==> config.mk <==
export PLATFORM = sky130hd
export DESIGN_NAME = reg_dump_streamer
export DESIGN_NICKNAME = d
export VERILOG_FILES = /design/src/rtl/reg_dump_streamer_pkg.sv /design/src/rtl/dump_checksum.sv /design/src/rtl/reg_dump_streamer.sv
export SDC_FILE = /design/constraint.sdc
export NUM_CORES = 1
export LEC_CHECK = 0
export ABC_AREA = 1
export BUFFER_PORTS_ARGS = -buffer_cell sky130_fd_sc_hd__buf_2
export CORE_AREA = 4 4 234 236
export DETAILED_ROUTE_END_ITERATION = 8
export DIE_AREA = 0 0 238 240
export GPL_TIMING_DRIVEN = 0
export PLACE_DENSITY_LB_ADDON = 0.05
export SYNTH_ARGS = -nofsm -noshare
export SYNTH_HDL_FRONTEND = slang
export SYNTH_SLANG_ARGS = --single-unit
==> constraint.sdc <==
create_clock -name clk -period 6.3 [get_ports clk]
set_input_delay 1.26 -clock clk [delete_from_list [all_inputs] [get_ports clk]]
set_output_delay 1.26 -clock clk [all_outputs]
set_load 0.02 [all_outputs]
==> src/rtl/reg_dump_streamer_pkg.sv <==
// Shared types and constants for the register dump streamer.
package reg_dump_streamer_pkg;

  typedef enum logic [1:0] {
    ST_IDLE = 2'd0,
    ST_HDR  = 2'd1,
    ST_BODY = 2'd2,
    ST_CHK  = 2'd3
  } state_e;

  localparam logic [7:0] HDR_FULL_DEF   = 8'hA5;
  localparam logic [7:0] HDR_SINGLE_DEF = 8'h5A;

  // Total bytes on the wire: header + body + checksum.
  localparam int FULL_FRAME_LEN   = 34;
  localparam int SINGLE_FRAME_LEN = 4;

  // Select register idx from a 256-bit image (r0 in the top byte).
  // Written as an explicit 32-way mux rather than a variable shift.
  function automatic logic [7:0] reg_byte(input logic [255:0] img,
                                          input logic [4:0]   idx);
    logic [7:0] r;
    r = 8'h00;
    for (int i = 0; i < 32; i++) begin
      if (idx == 5'(i)) r = img[255 - 8*i -: 8];
    end
    return r;
  endfunction

endpackage

==> src/rtl/dump_checksum.sv <==
// 8-bit running sum of frame bytes; cleared when a frame is accepted.
module dump_checksum (
  input  logic       clk,
  input  logic       rst,
  input  logic       clr,
  input  logic       add,
  input  logic [7:0] din,
  output logic [7:0] sum
);

  logic [7:0] sum_q, sum_d;

  // Next-value: clear wins over add; add wraps modulo 256.
  always_comb begin
    sum_d = sum_q;
    if (clr)      sum_d = 8'h00;
    else if (add) sum_d = sum_q + din;
  end

  // Accumulator register.
  always_ff @(posedge clk) begin
    if (rst) sum_q <= 8'h00;
    else     sum_q <= sum_d;
  end

  assign sum = sum_q;

endmodule

==> src/rtl/reg_dump_streamer.sv <==
// Streams a captured register-file image (or one register) as a framed
// byte stream with a ready/valid handshake and a trailing additive checksum.
//
// state   | meaning
// --------+--------------------------------------------------------------
// IDLE    | no frame; accepts dumpReq (priority) or readReq
// HDR     | presenting the header byte
// BODY    | presenting data bytes indexed by cnt (32 for full, 2 single)
// CHK     | presenting the checksum; its transfer returns to IDLE + done
module reg_dump_streamer
  import reg_dump_streamer_pkg::*;
#(
  parameter logic [7:0] HDR_FULL   = HDR_FULL_DEF,
  parameter logic [7:0] HDR_SINGLE = HDR_SINGLE_DEF
) (
  input  logic         clk,
  input  logic         rst,
  input  logic         dumpReq,
  input  logic         readReq,
  input  logic [4:0]   readAddr,
  input  logic [255:0] regSnapshot,
  output logic [7:0]   txData,
  output logic         txValid,
  input  logic         txReady,
  output logic         busy,
  output logic         done
);

  // Last body index: body length is frame length minus header and checksum.
  localparam logic [4:0] LAST_FULL   = 5'(FULL_FRAME_LEN - 3);
  localparam logic [4:0] LAST_SINGLE = 5'(SINGLE_FRAME_LEN - 3);

  state_e         state_q, state_d;
  logic [255:0]   snap_q, snap_d;
  logic [4:0]     addr_q, addr_d;
  logic [7:0]     val_q, val_d;
  logic           full_q, full_d;
  logic [4:0]     cnt_q, cnt_d;
  logic           done_q, done_d;

  logic           sum_clr;
  logic           sum_add;
  logic [7:0]     sum;
  logic [7:0]     tx_data;
  logic           tx_valid;
  logic [7:0]     body_byte;
  logic [4:0]     last_idx;

  // Body byte: full dump indexes the captured image; single frame sends
  // the address then the captured value.
  always_comb begin
    body_byte = 8'h00;
    if (full_q)             body_byte = reg_byte(snap_q, cnt_q);
    else if (cnt_q == 5'd0) body_byte = {3'b000, addr_q};
    else                    body_byte = val_q;
  end

  assign last_idx = full_q ? LAST_FULL : LAST_SINGLE;

  // Next-state, capture and output logic.
  always_comb begin
    state_d  = state_q;
    snap_d   = snap_q;
    addr_d   = addr_q;
    val_d    = val_q;
    full_d   = full_q;
    cnt_d    = cnt_q;
    done_d   = 1'b0;
    sum_clr  = 1'b0;
    sum_add  = 1'b0;
    tx_data  = 8'h00;
    tx_valid = 1'b0;

    case (state_q)
      ST_IDLE: begin
        if (dumpReq) begin
          state_d = ST_HDR;
          full_d  = 1'b1;
          snap_d  = regSnapshot;
          cnt_d   = 5'd0;
          sum_clr = 1'b1;
        end else if (readReq) begin
          state_d = ST_HDR;
          full_d  = 1'b0;
          addr_d  = readAddr;
          val_d   = reg_byte(regSnapshot, readAddr);
          cnt_d   = 5'd0;
          sum_clr = 1'b1;
        end
      end
      ST_HDR: begin
        tx_valid = 1'b1;
        tx_data  = full_q ? HDR_FULL : HDR_SINGLE;
        if (txReady) begin
          sum_add = 1'b1;
          state_d = ST_BODY;
        end
      end
      ST_BODY: begin
        tx_valid = 1'b1;
        tx_data  = body_byte;
        if (txReady) begin
          sum_add = 1'b1;
          if (cnt_q == last_idx) begin
            state_d = ST_CHK;
            cnt_d   = 5'd0;
          end else begin
            cnt_d   = cnt_q + 5'd1;
          end
        end
      end
      ST_CHK: begin
        tx_valid = 1'b1;
        tx_data  = sum;
        if (txReady) begin
          state_d = ST_IDLE;
          done_d  = 1'b1;
        end
      end
      default: state_d = ST_IDLE;
    endcase
  end

  // State and capture registers; reset overrides any request.
  always_ff @(posedge clk) begin
    if (rst) begin
      state_q <= ST_IDLE;
      snap_q  <= '0;
      addr_q  <= '0;
      val_q   <= '0;
      full_q  <= 1'b0;
      cnt_q   <= '0;
      done_q  <= 1'b0;
    end else begin
      state_q <= state_d;
      snap_q  <= snap_d;
      addr_q  <= addr_d;
      val_q   <= val_d;
      full_q  <= full_d;
      cnt_q   <= cnt_d;
      done_q  <= done_d;
    end
  end

  dump_checksum u_chk (
    .clk (clk),
    .rst (rst),
    .clr (sum_clr),
    .add (sum_add),
    .din (tx_data),
    .sum (sum)
  );

  assign txData  = tx_data;
  assign txValid = tx_valid;
  assign busy    = (state_q != ST_IDLE);
  assign done    = done_q;

endmodule

==> results list <==
- The flow ran to the end, and the final reports show no timing, DRC or antenna violations.
* Leading post-synthesis cells by cell area: sky130_fd_sc_hd__dfxtp_1 36%, sky130_fd_sc_hd__nor2_1 14%, sky130_fd_sc_hd__nand2_1 13%, sky130_fd_sc_hd__o21ai_0 11%, sky130_fd_sc_hd__inv_1 5.1%
- Core area: around 52000 um2
- VDD sags by at most 0.0001763 V.
- In this run the deepest clock path goes through 3 buffers.
- Fill cell total of the finished layout: 5847
* Total number of clock tree sinks: 286
- TritonCTS built the clock tree.
* Aggregate negative setup slack: 0 ns
* Worst Setup Start Kind: input pin
* Register-to-register setup slack: between 0.5 and 0.6 ns
- Final period utilization: 0.9516
* Synthesized area per cell: 6.174 um2
* Die Height: about 240 um
- Worst Hold Slack: 0.4538 ns
* TritonCTS Buffers: 37
* Starting density of the core: 0.2998
* # Max-Cap Violations: 0
- Critical Path RT: between 6 and 7 ns
- After detailed routing, the average wire length per cell comes to 19.25 um.
* Gate count after technology mapping: 2547
* Io pins: approximately 280
- Across every metal layer, demand over resource in global routing totals 0.2317.
- For this design the ratio of total power to cell area is 401.2 nW/um2.
- Instance area after placement: 17990 um2
- STA classifies the critical path endpoint as a register.
- The analysis attributes to net switching a power of 3.225 mW.
- The H-tree was split into 2 levels.
- In the routed layout, each cell is associated on average with a via count of 4.891.
* Total length of routed wires: 69070 um
* Portion of total power attributed to sequential cells: 0.323
- RSZ-0062 raised after global routing: true
- Setup violators final: 0
* Root buffer selected by CTS: sky130_fd_sc_hd__clkbuf_16
- After synthesis the netlist holds a flip-flop and latch count of roughly 290.
- Routed via count: approximately 18000
- After clock tree synthesis, the flow added hold-fix buffers numbering 0.
- Once detail routing completed, the nets flagged for antenna violations numbered 0.
- The first global-routing pass estimated 101100 um of wire.
- Relative slew slack: 0.07078
- At the pin with the least slew margin, the transition time is 1.383 ns.
- The worst register-to-register path ends at u_chk.sum[7]$_SDFFE_PP0P_.
* Startpoint of the worst hold path: snap_q[59]$_SDFFE_PP0P_
- Summed over all nets, the half-perimeter wirelength after detailed placement is ~55000 um.
- Static Leakage: roughly 9 nW
* Number of violations reported at the end of detailed-routing iteration 0: 1261
- Sum of overflow across all layers after global routing: 0
- Summing internal, switching and leakage power gives 7.795 mW.
- Area of the mapped netlist: ~16000 um2
* Sw frac: 0.4137
- In the routed design, unresolved DRC markers number 0.
- The final layout contains approximately 3200 nets.
* Clock Pin Slew Worst Setup and Hold Paths: about 0.05 ns
- Once layout is done, the placed cells without fillers occupy 19430 um2.
- Routability-driven placement finished with a final weighted congestion of 0.8798.
* Number of antenna violations at the first check in global routing: 5
- The worst hold path terminates at snap_q[59]$_SDFFE_PP0P_.
- The clock reaches the later pin of the worst-skew pair after between 0.5 and 0.6 ns.
- Entering global routing, the biggest net connects 12 pins.
- Path type of the worst min-delay path: register to register
- The number of placed instances, taps included, is ~3500.
- IO buf count: 275
* Cell type with the highest aggregate area in the netlist: sky130_fd_sc_hd__dfxtp_1
- Share of post-route cells with drive strength above 1: 0.1440
- The internal portion of the total power is 4.570 mW.
* Top cell type's share of synthesized area: 0.3641
- For the worst setup path, the data arrival time is 6.43 ns.
* Net count after synthesis: 2831
- The number of global-route vias before repair was 16990.
- Combinational fraction of design power: 0.394
- Max-slew violations: 0
- Clock network fraction of design power: 0.282
- Synth warn: 0
- Share of the yosys chip area belonging to registers: 0.3641
- Count of unique library cells instantiated by Yosys: 45
- The worst setup path is of the input pin to register kind.
- Number of failing hold endpoints at the final stage: 0
* Hold path depth: 2
* Site row count: 84
- Post-route minimum period: roughly 6 ns
- Area growth syn-to-layout: 23.54%
- In this run the worst path has a maximum fanout of 10.
- Derived from the worst setup path, the maximum achievable clock frequency is 166.8 MHz.
- Measured in cells, the most critical reg-to-reg path has a length of 50.
* Number of standard cells in the final layout excluding fillers: between 3000 and 4000
- The startpoint identified for the worst register-to-register timing path is cnt_q[2]$_SDFFE_PP0P_.
- The first detailed-routing pass took 5 iterations.
* Die Outline Area: 57120 um2
- Setup clock skew after layout: roughly 0.018 ns
* X dimension of the die: 238 um
-- cells by family (layout without fill, tap and decap cells) --
logic type,Yosys count,after routing,share of synthesized area
AOI/OAI and AO/OA,517,517,0.1715
xor gates and xnor gates,7,7,0.003899
adders and majority gates,18,18,0.01480
buffers and inverters,350,698,0.08466
DFF,286,286,0.3641
muxes,20,20,0.01273
other,0,4,0
and+or+nand+nor,1349,1349,0.3483
-- synthesized netlist by cell type, drive strengths merged --
| cell | instances |
|---|---|
| a21oi | 136 |
| o21bai | 2 |
| o2111ai | 2 |
| nand3 | 72 |
| a221oi | 6 |
| a41oi | 1 |
| nand2 | 559 |
| nand4 | 61 |
| clkinv | 5 |
| a22oi | 2 |
| nor3b | 2 |
| nor2 | 618 |
| and3 | 2 |
| clkbuf | 116 |
| fa | 1 |
| buf | 7 |
| xor2 | 7 |
| o21ai | 346 |
| o221ai | 3 |
| mux2i | 20 |
| dfxtp | 286 |
| o22ai | 5 |
| inv | 222 |
| o211ai | 9 |
| o2111a | 2 |
| nor4 | 7 |
| or2 | 14 |
| a31oi | 1 |
| nor3 | 14 |
| a211oi | 2 |
| ha | 17 |
-- cell usage in the layout (no fill, tap or decap), types with 10 or more instances in the layout --
master and n:
sky130_fd_sc_hd__nor2_1 605, sky130_fd_sc_hd__buf_2 276, sky130_fd_sc_hd__ha_1 14, sky130_fd_sc_hd__nand4_1 61, sky130_fd_sc_hd__mux2i_1 20, sky130_fd_sc_hd__inv_2 14, sky130_fd_sc_hd__clkbuf_1 120, sky130_fd_sc_hd__inv_1 208
sky130_fd_sc_hd__clkbuf_16 39, sky130_fd_sc_hd__nor3_1 12, sky130_fd_sc_hd__o21ai_0 341, sky130_fd_sc_hd__nand2_1 556, sky130_fd_sc_hd__clkinv_2 10, sky130_fd_sc_hd__a21oi_1 133, sky130_fd_sc_hd__dfxtp_1 282, sky130_fd_sc_hd__nand3_1 67
sky130_fd_sc_hd__or2_2 13
-- area by class of cell --
class / count / area, um2 / area share
Tap cell: 688 / 860.8 / 0.04431
Timing Repair Buffer: 281 / 1436 / 0.07394
Buffer: 123 / 485.5 / 0.02499
Clock buffer: 53 / 1109 / 0.05707
Clock inverter: 14 / 151.4 / 0.007793
Sequential cell: 286 / 5733 / 0.2951
Antenna cell: 4 / 10.01 / 0.0005153
Multi-Input combinational cell: 1911 / 8787 / 0.4523
Inverter: 227 / 853.3 / 0.04393
-- worst max path at each step --
| stage | start | to |
|---|---|---|
| global placement | readAddr[2] | val_q[2]$_SDFFE_PP0P_ |
| floorplan | cnt_q[1]$_SDFFE_PP0P_ | u_chk.sum[6]$_SDFFE_PP0P_ |
| global route | cnt_q[2]$_SDFFE_PP0P_ | txData[5] |
| detailed placement | readAddr[2] | val_q[2]$_SDFFE_PP0P_ |
| finish | readAddr[2] | val_q[4]$_SDFFE_PP0P_ |
| CTS | cnt_q[1]$_SDFFE_PP0P_ | txData[5] |
-- routing by layer --
layer / GRT usage / up-vias / share of wire
li1: - / 8848 / -
met5: 0 / - / 0.00010
met4: 0.06983 / 2 / 0.032
met3: 0.04210 / 106 / 0.055
met1: 0.3113 / 8091 / 0.46
met2: 0.3815 / 497 / 0.45
-- worst max-delay path, cell delays in order --
cell,delay [ns]
sky130_fd_sc_hd__buf_2,0.12
sky130_fd_sc_hd__inv_1,0.11
sky130_fd_sc_hd__nor2_2,0.33
sky130_fd_sc_hd__inv_1,0.20
sky130_fd_sc_hd__nor2_4,0.32
sky130_fd_sc_hd__nand2_1,0.26
sky130_fd_sc_hd__clkbuf_1,0.29
sky130_fd_sc_hd__o21ai_0,0.41
sky130_fd_sc_hd__nand4_1,0.21
sky130_fd_sc_hd__mux2i_1,0.31
sky130_fd_sc_hd__nand4_1,0.19
sky130_fd_sc_hd__mux2i_1,0.22
sky130_fd_sc_hd__nand4_1,0.22
sky130_fd_sc_hd__nor2_1,0.28
sky130_fd_sc_hd__nand4_1,0.19
sky130_fd_sc_hd__mux2i_1,0.31
sky130_fd_sc_hd__nand4_1,0.25
sky130_fd_sc_hd__nor4_2,0.38
sky130_fd_sc_hd__nand3_1,0.21
sky130_fd_sc_hd__o221ai_1,0.27
sky130_fd_sc_hd__nand2_1,0.08
-- power groups by stage --
stage	registers (mW)	logic (mW)	clock network (mW)
2_1_floorplan	2.47	1.94	0
3_5_place_dp	2.54	3.03	0
5_1_grt	2.57	3.51	2.32
4_1_cts	2.51	3.04	2.25
3_3_place_gp	2.54	3.01	0
6_report	2.52	3.07	2.20
-- stage by stage --
step	setup WS [ns]	utilization
2_1_floorplan	1.661	-
3_3_place_gp	-0.4726	0.3425
3_5_place_dp	-0.5294	0.3430
4_1_cts	0.0005187	0.3671
5_1_grt	-0.1338	0.3702
6_report	0.3050	0.3704
-- timing repair --
action | 4_1_cts | 5_1_grt
pin swaps | 0 | 4
setup endpoints to repair | 1 | 13
buffers inserted | 0 | 4
resized for setup | 1 | 36
-- sequential cells by signal, summed over array words and instances (netlist names) --
register   count
addr_q         5
val_q          8
state_q        2
snap_q       256
cnt_q          5
u_chk.sum      8
done           1
full_q         1
No activity file was read; power rests on OpenSTA's default activity.
